==> src/rtl/bcd_to_binary_seq_pkg.sv <==
// Shared constants, FSM state type and digit helper for the sequential
// BCD-to-binary converter.
package bcd_to_binary_seq_pkg;

  localparam int BCD_DIGIT_W = 4;
  localparam int BCD_MAX     = 9;
  localparam int ADJ_THRESH  = 8;
  localparam int ADJ_SUB     = 3;

  typedef enum logic [1:0] {
    IDLE  = 2'd0,
    SHIFT = 2'd1,
    DONE  = 2'd2
  } state_t;

  function automatic logic digit_invalid(input logic [BCD_DIGIT_W-1:0] digit);
    return digit > BCD_DIGIT_W'(BCD_MAX);
  endfunction

endpackage

==> src/rtl/bcd_to_binary_seq_digit_adjust.sv <==
// Per-digit correction for reverse double-dabble: after a right shift, any
// digit that picked up a weight-8 bit from its upper neighbour is reduced by 3.
module bcd_digit_adjust
  import bcd_to_binary_seq_pkg::*;
(
  input  logic [BCD_DIGIT_W-1:0] digit,
  output logic [BCD_DIGIT_W-1:0] adjusted
);

  always_comb begin
    adjusted = digit;
    if (digit >= BCD_DIGIT_W'(ADJ_THRESH)) begin
      adjusted = digit - BCD_DIGIT_W'(ADJ_SUB);
    end
  end

endmodule

==> src/rtl/bcd_to_binary_seq.sv <==
// Sequential BCD-to-binary converter: one reverse double-dabble shift per
// clock, start/done handshake, error flag for non-decimal digits.
module bcd_to_binary_seq
  import bcd_to_binary_seq_pkg::*;
#(
  parameter int DIGITS = 3,
  parameter int BIN_W  = 10
) (
  input  logic                          clk,
  input  logic                          rst,
  input  logic                          start,
  input  logic [BCD_DIGIT_W*DIGITS-1:0] bcd_in,
  output logic                          busy,
  output logic                          done,
  output logic [BIN_W-1:0]              bin_out,
  output logic                          err
);

  localparam int BCD_W  = BCD_DIGIT_W * DIGITS;
  localparam int WORK_W = BCD_W + BIN_W;
  localparam int CNT_W  = $clog2(BIN_W + 1);
  localparam logic [CNT_W-1:0] LAST_SHIFT = CNT_W'(BIN_W - 1);

  state_t            state;
  state_t            state_next;
  logic [WORK_W-1:0] work;
  logic [WORK_W-1:0] shifted;
  logic [BCD_W-1:0]  adj_bcd;
  logic [CNT_W-1:0]  cnt;
  logic              bad_digit;
  logic              last_shift;

  // Work register layout: {bcd field, bin field}; bits fall from bcd into bin.
  assign shifted    = work >> 1;
  assign last_shift = (cnt == LAST_SHIFT);

  for (genvar g = 0; g < DIGITS; g++) begin : g_adj
    bcd_digit_adjust u_adj (
      .digit    (shifted[BIN_W + BCD_DIGIT_W*g +: BCD_DIGIT_W]),
      .adjusted (adj_bcd[BCD_DIGIT_W*g +: BCD_DIGIT_W])
    );
  end

  always_comb begin
    bad_digit = 1'b0;
    for (int i = 0; i < DIGITS; i++) begin
      if (digit_invalid(bcd_in[BCD_DIGIT_W*i +: BCD_DIGIT_W])) begin
        bad_digit = 1'b1;
      end
    end
  end

  always_ff @(posedge clk or posedge rst) begin
    if (rst) begin
      state <= IDLE;
    end else begin
      state <= state_next;
    end
  end

  always_comb begin
    state_next = state;
    case (state)
      IDLE: begin
        if (start) begin
          state_next = bad_digit ? DONE : SHIFT;
        end
      end
      SHIFT: begin
        if (last_shift) begin
          state_next = DONE;
        end
      end
      DONE:    state_next = IDLE;
      default: state_next = IDLE;
    endcase
  end

  assign busy = (state != IDLE);
  assign done = (state == DONE);

  // Datapath: bcd_in is captured only on acceptance; results update only on
  // the transition into DONE.
  always_ff @(posedge clk or posedge rst) begin
    if (rst) begin
      work    <= '0;
      cnt     <= '0;
      bin_out <= '0;
      err     <= 1'b0;
    end else begin
      case (state)
        IDLE: begin
          if (start) begin
            if (bad_digit) begin
              bin_out <= '0;
              err     <= 1'b1;
            end else begin
              work <= {bcd_in, {BIN_W{1'b0}}};
              cnt  <= '0;
            end
          end
        end
        SHIFT: begin
          work <= {adj_bcd, shifted[BIN_W-1:0]};
          cnt  <= cnt + CNT_W'(1);
          if (last_shift) begin
            bin_out <= shifted[BIN_W-1:0];
            err     <= 1'b0;
          end
        end
        default: ;
      endcase
    end
  end

endmodule

==> config.mk <==
export PLATFORM = sky130hd
export DESIGN_NAME = bcd_to_binary_seq
export DESIGN_NICKNAME = d
export VERILOG_FILES = /design/src/rtl/bcd_to_binary_seq_pkg.sv /design/src/rtl/bcd_to_binary_seq_digit_adjust.sv /design/src/rtl/bcd_to_binary_seq.sv
export SDC_FILE = /design/constraint.sdc
export NUM_CORES = 1
export LEC_CHECK = 0
export BUFFER_PORTS_ARGS = -buffer_cell sky130_fd_sc_hd__buf_2
export CAP_MARGIN = 25
export CORE_MARGIN = 2
export CORE_UTILIZATION = 60
export DETAILED_ROUTE_END_ITERATION = 10
export PLACE_DENSITY_LB_ADDON = 0.2
export SLEW_MARGIN = 20
export SYNTH_ARGS = -nofsm -noshare
export SYNTH_HDL_FRONTEND = slang
export SYNTH_SLANG_ARGS = --single-unit
==> constraint.sdc <==
create_clock -name clk -period 3.3 [get_ports clk]
set_clock_uncertainty 0.15 [all_clocks]
set_input_delay 0.165 -clock clk [delete_from_list [all_inputs] [get_ports clk]]
set_output_delay 0.165 -clock clk [all_outputs]
set_load 0.005 [all_outputs]
==> results.sh, run 1 <==
export IMPL_place_ws_ns=1.22
export IMPL_yosysWarnings=0
export IMPL_initialDrtViolationCount=68
export IMPL_rsz0062_at_grt="false"
export IMPL_ys_seq_area_frac=0.524
export IMPL_critPathLaunchType="flop"
export IMPL_worstPathRequired_ns=3.39
export IMPL_period_needed_ns=2.11
export IMPL_grt_pass1_vias=1414
export IMPL_synthCells=162
export IMPL_hp_class="in -> reg"
export IMPL_ys_ff_latch=38
export IMPL_wire_per_inst_microns=15.7
export IMPL_clk_pin_slew_ns=0.11
export IMPL_seq_area_sq_um=951
export IMPL_tightestPinTransition_ns=0.844
export IMPL_cts_root_buf="clkbuf_4"
export IMPL_worstReg2RegEnd="bin_out[4]"
export IMPL_die_area_sq_um=3480
export IMPL_viasPerCell=5.82
export IMPL_relSlewSlack=0.435
export IMPL_synth_fp_nets=183
export IMPL_p_leak_nw=1.05
export IMPL_gp_congestion=0.887
export IMPL_async_reset_ff_frac=1.00
export IMPL_cts_setup_buffers=0
export IMPL_grt_max_degree=39
export IMPL_syn_area_sq_um=1810
export IMPL_hold_slack_ns=0.00143
export IMPL_hold_viol_final=0
export IMPL_insertedDiodeCount=0
export IMPL_num_fill_cells=194
export IMPL_die_x_microns=59.0
export IMPL_cts_buffers=5
export IMPL_ant_nets=0
export IMPL_grt_pass1_wl_microns=6190
export IMPL_drive_gt1_frac=0.232
export IMPL_dieHeight_microns=59.0
export IMPL_via_count=1363
export IMPL_drtPass1Iterations=7
export IMPL_synth_main_ff_cell="dfrtp_1"
export IMPL_hold_buffers=12
export IMPL_fin_ws_ns=1.19
export IMPL_coreArea_sq_um=2810
export IMPL_endpoint_kind="flop"
export IMPL_drv_slew=0
export IMPL_antenna_found_initial=0
export IMPL_row_count=19
export IMPL_cts_max_level=2
export IMPL_ctsResizeCount=0
export IMPL_tritoncts="done"
export IMPL_rrSetupSlack_ns=1.19
export IMPL_final_cell_count_no_fill=234
export IMPL_critPathKind="reg -> reg"
export IMPL_setup_tns_ns=0
export IMPL_violations="design-rule violations"
export IMPL_clk_path_buf_depth=2
export IMPL_clock_sinks=38
export IMPL_power_density_nw_per_um2=814
export IMPL_min_from="bcd_in[2]"
export IMPL_placedCellCount=214
export IMPL_setup_viol=0
export IMPL_whs_endpoint="work[12]"
export IMPL_drt_wl_total_microns=3660
export IMPL_status="complete, but fails checks"
export IMPL_syn_avg_cell_area_sq_um=11.2
export IMPL_finalNetCount=223
export IMPL_dpl_hpwl_microns=2430
export IMPL_initial_utilization=0.647
export IMPL_max_freq_ghz=0.473
export IMPL_area_growth_pct=19.2
export IMPL_hold_depth=3
export IMPL_grt_overflow=0
export IMPL_drc_errors=1
export IMPL_rr_worst_depth=4
export IMPL_clock_latency_ns=0.35
export IMPL_path_max_fanout=14
export IMPL_synth_cell_types=29
export IMPL_cap_violations=0
export IMPL_synth_edf_count=0
export IMPL_numPortBuffers=27
export IMPL_critPathArrivalTime_ns=2.21
export IMPL_ios=28
export IMPL_fin_crit_sh=0.641
export IMPL_peakVddDrop_mv=0.515
export IMPL_reg2reg_from="state[1]"
export IMPL_gr_usage_all_layers=0.241
export IMPL_multi_input_area_sq_um=754
[per-stage QoR]
step | cell area (sq um) | utilization | power [mW]
final | 2160 | 0.771 | 1.76
after floorplan | 1810 | - | 1.25
after global placement | 1940 | 0.690 | 1.32
after detailed placement | 1940 | 0.690 | 1.35
after CTS | 2160 | 0.771 | 1.77
after global routing | 2160 | 0.771 | 1.89
[worst max-delay path, cell delays in order, from the launching register on]
cell and delay [ns]:
dfrtp_1 0.50, or2b_4 0.37, nor3_4 0.44, nor2_1 0.31
a22o_1 0.25
[power by group]
part	internal [mW]	total (mW)	switching (mW)
logic	0.269	0.591	0.322
registers	0.611	0.767	0.156
clock network	0.237	0.401	0.164
total	1.12	1.76	0.643
[sequential cells by signal (all words and copies together) (netlist names)]
signal	flops
bin_out	10
cnt	4
err	1
state	2
work	21
[synthesized netlist by cell type (3+ instances only)]
library cell,number,area [sq um]
ha_1,6,75.1
a22o_1,19,166
o21ai_1,13,65.1
o21ai_2,3,26.3
dfrtp_1,38,951
buf_2,3,15.0
nand2b_1,3,18.8
inv_1,9,33.8
nor2_1,7,26.3
nand2_1,15,56.3
nor2b_1,3,18.8
buf_6,4,45.0
xnor2_1,4,35.0
a21oi_1,7,35.0
mux2i_1,7,70.1
o21ai_0,4,20.0
[cell families after synthesis]
group           count (synthesis)  share of synthesized area
simple gates                   35                     0.0966
fa+ha+maj                       6                     0.0414
xor+xnor                        4                     0.0193
flops                          38                      0.524
mux                             7                     0.0386
compound gates                 53                      0.220
buf+inv                        19                     0.0600
[final cells by class]
type	count	area share
Inverter	11	0.0191
Multi-Input combinational cell	105	0.349
Clock buffer	5	0.0174
Timing Repair Buffer	41	0.125
Tap cell	31	0.0179
Clock inverter	3	0.0318
Sequential cell	38	0.440
[layout by cell type, fill, tap and decap left out]
master	synthesis	routed
nor3_4	1	1
nand2_1	15	15
nor2_1	7	7
a311oi_2	1	1
ha_1	6	6
nand3_1	1	1
inv_2	2	2
buf_4	1	2
a41oi_4	1	1
mux2i_1	7	7
or2b_4	1	1
nor3_1	2	2
a31oi_1	2	2
clkbuf_4	0	5
xnor2_1	4	4
a21oi_1	7	7
a22o_1	19	19
nand2b_1	3	3
bufinv_16	0	2
nand4_1	1	1
clkinv_4	0	1
nor2b_1	3	3
dlygate4sd3_1	0	12
inv_1	9	9
a221oi_1	1	1
dfrtp_1	38	38
o21ai_0	4	4
o221a_1	2	2
buf_2	3	27
o21ai_1	13	13
nor2_2	1	1
o21ai_2	3	3
[worst max path at each step]
stage	end	start	cells past startpoint
final	bin_out[4]	state[1]	4
after global routing	bin_out[4]	state[1]	4
after CTS	bin_out[4]	state[1]	4
after detailed placement	bin_out[2]	state[1]	4
after global placement	bin_out[6]	state[1]	4
after floorplan	bin_out[0]	state[1]	6
[layer usage]
metal	track usage	wire [microns]	vias up
li1	-	-	655
met1	0.326	1660	657
met2	0.376	1760	46
met3	0.0677	210	5
met4	0.0812	35	0
met5	0	0	-
Power figures use the tool's default switching activity.
==> inputs of run 2 (changes only) <==
CORE_UTILIZATION = 50   (was 60)
clock period = 1.8 ns   (was 3.3 ns; I/O delays follow)
==> run 2 against run 1 <==
The run now ends clean. Utilization shrank 10 points. Clock power grew 89%. Wire length grew 4.5%. Via count grew 1.5%. Total power grew 93%. Combinational power grew 110%. Final cell count grew 12%. Critical path depth grew 3. Largest cell class unchanged.
==> results.sh, run 2 (synthesized netlist as in run 1, its figures left out) <==
export IMPL_cts_setup_buffers=0
export IMPL_slowest_delay_ns=0.54
export IMPL_hold_slack_ns=0.223
export IMPL_crit_family="buffers and inverters"
export IMPL_antenna_found_initial=0
export IMPL_finalNetCount=236
export IMPL_cts_buffers=5
export IMPL_tritoncts="done"
export IMPL_die_area_sq_um=4130
export IMPL_path_max_fanout=5
export IMPL_dpl_hpwl_microns=2640
export IMPL_clk_path_buf_depth=2
export IMPL_crit_chain="dlygate4sd3_1 > buf_2 > o21ai_2 > buf_4 > nand4_1 > nand2b_1 > o221a_1"
export IMPL_die_x_microns=64.2
export IMPL_gr_usage_all_layers=0.211
export IMPL_wire_per_inst_microns=14.6
export IMPL_worstPathRequired_ns=1.90
export IMPL_via_count=1384
export IMPL_largest_reg_flops=21
export IMPL_coreArea_sq_um=3420
export IMPL_drc_errors=0
export IMPL_viasPerCell=5.28
export IMPL_critPathLaunchType="input port"
export IMPL_place_area_sq_um=2040
export IMPL_period_needed_ns=1.69
export IMPL_row_count=21
export IMPL_regMostFlops="work"
export IMPL_reg_top3="work: 21 flops, bin_out: 10 flops, cnt: 4 flops"
export IMPL_worstReg2RegEnd="bin_out[0]"
export IMPL_p_leak_nw=1.12
export IMPL_grt_max_degree=39
export IMPL_fin_crit_sh=0.938
export IMPL_fin_area_sq_um=2290
export IMPL_insertedDiodeCount=0
export IMPL_status="finished, final reports clean"
export IMPL_drtPass1Iterations=4
export IMPL_critPathKind="in -> reg"
export IMPL_clk_pin_slew_ns=0.11
export IMPL_initialDrtViolationCount=68
export IMPL_slowest_stage="dlygate4sd3_1"
export IMPL_grt_pass1_wl_microns=6650
export IMPL_cts_max_level=2
export IMPL_grt_pass1_vias=1398
export IMPL_initial_utilization=0.531
export IMPL_hp_class="in -> async"
export IMPL_clock_sinks=38
export IMPL_power_density_nw_per_um2=1480
export IMPL_cap_violations=0
export IMPL_peakVddDrop_mv=0.778
export IMPL_drv_slew=0
export IMPL_path_buf_inv=3
export IMPL_power_mw=3.39
export IMPL_reg2reg_from="state[1]"
export IMPL_relSlewSlack=0.661
export IMPL_final_cell_mix="dfrtp_1, buf_2, a22o_1, nand2_1, dlygate4sd3_1"
export IMPL_hold_viol_final=0
export IMPL_cts_root_buf="clkbuf_4"
export IMPL_setup_viol=0
export IMPL_rrSetupSlack_ns=0.13
export IMPL_critPathArrivalTime_ns=1.79
export IMPL_tightestPinTransition_ns=0.508
export IMPL_num_fill_cells=286
export IMPL_numPortBuffers=27
export IMPL_drt_wl_total_microns=3830
export IMPL_drive_gt1_frac=0.273
export IMPL_area_growth_pct=26.3
export IMPL_ios=28
export IMPL_ant_nets=0
export IMPL_grt_overflow=0
export IMPL_rr_worst_depth=5
export IMPL_gp_congestion=0.779
export IMPL_rsz0062_at_grt="false"
export IMPL_setup_tns_ns=0
export IMPL_dieHeight_microns=64.2
export IMPL_endpoint_kind="flop"
export IMPL_final_common_cell="dfrtp_1"
export IMPL_clock_latency_ns=0.35
export IMPL_max_freq_ghz=0.593
-- run 2: cell types whose count changed in the layout (fill, tap and decap cells not counted), sizes merged --
cell and change:
clkbuf +1, dlygate4sd3 +2, clkinv -1, buf +11
-- run 2: area by class of cell --
cell class                 instances  area (sq um)  area share
clock inverter                     2          60.1      0.0262
inverter                          11          41.3      0.0180
clock buffer                       6          51.3      0.0224
tap                               46          57.6      0.0251
timing repair buffer              54           373       0.163
multi-input combinational        105           757       0.330
sequential                        38           951       0.415
-- run 2: how the worst max path moves through the flow --
stage | to | from | depth (start not counted)
after CTS | bin_out[0] | bcd_in[2] | 6
final | work[13] | bcd_in[6] | 7
after global routing | bin_out[0] | state[0] | 5
after global placement | bin_out[9] | cnt[0] | 5
after floorplan | bin_out[0] | state[1] | 6
after detailed placement | bin_out[0] | cnt[0] | 5
-- run 2: layer usage --
layer  share of wire  GRT usage
met1            0.46      0.285
met2            0.48      0.336
met3           0.044     0.0546
met4           0.014     0.0638
met5               0          0
-- run 2: tightest hold or removal path, stage by stage --
cell and delay [ns]:
dlygate4sd3_1 0.53, buf_2 0.11, inv_1 0.04, buf_4 0.40
-- run 2: metrics by stage --
step                       util  setup slack (ns)  instances
after detailed placement  0.596           -0.0479        240
final                     0.671             0.112        262
after global placement    0.596             0.101        240
after floorplan               -             0.233        162
after CTS                 0.671             0.111        262
after global routing      0.671            0.0316        262
-- run 2: power breakdown --
| part | switching (mW) | internal (mW) | total, mW |
|---|---|---|---|
| Clock | 0.288 | 0.470 | 0.758 |
| Combinational | 0.646 | 0.598 | 1.24 |
| Sequential | 0.269 | 1.12 | 1.39 |
-- run 2: repair_timing --
| item | CTS | global route |
|---|---|---|
| endpoints found under the setup margin | 10 | 0 |
| hold endpoints to repair | 51 | 0 |
| resized for setup | 1 | 0 |
| hold buffers | 14 | 0 |
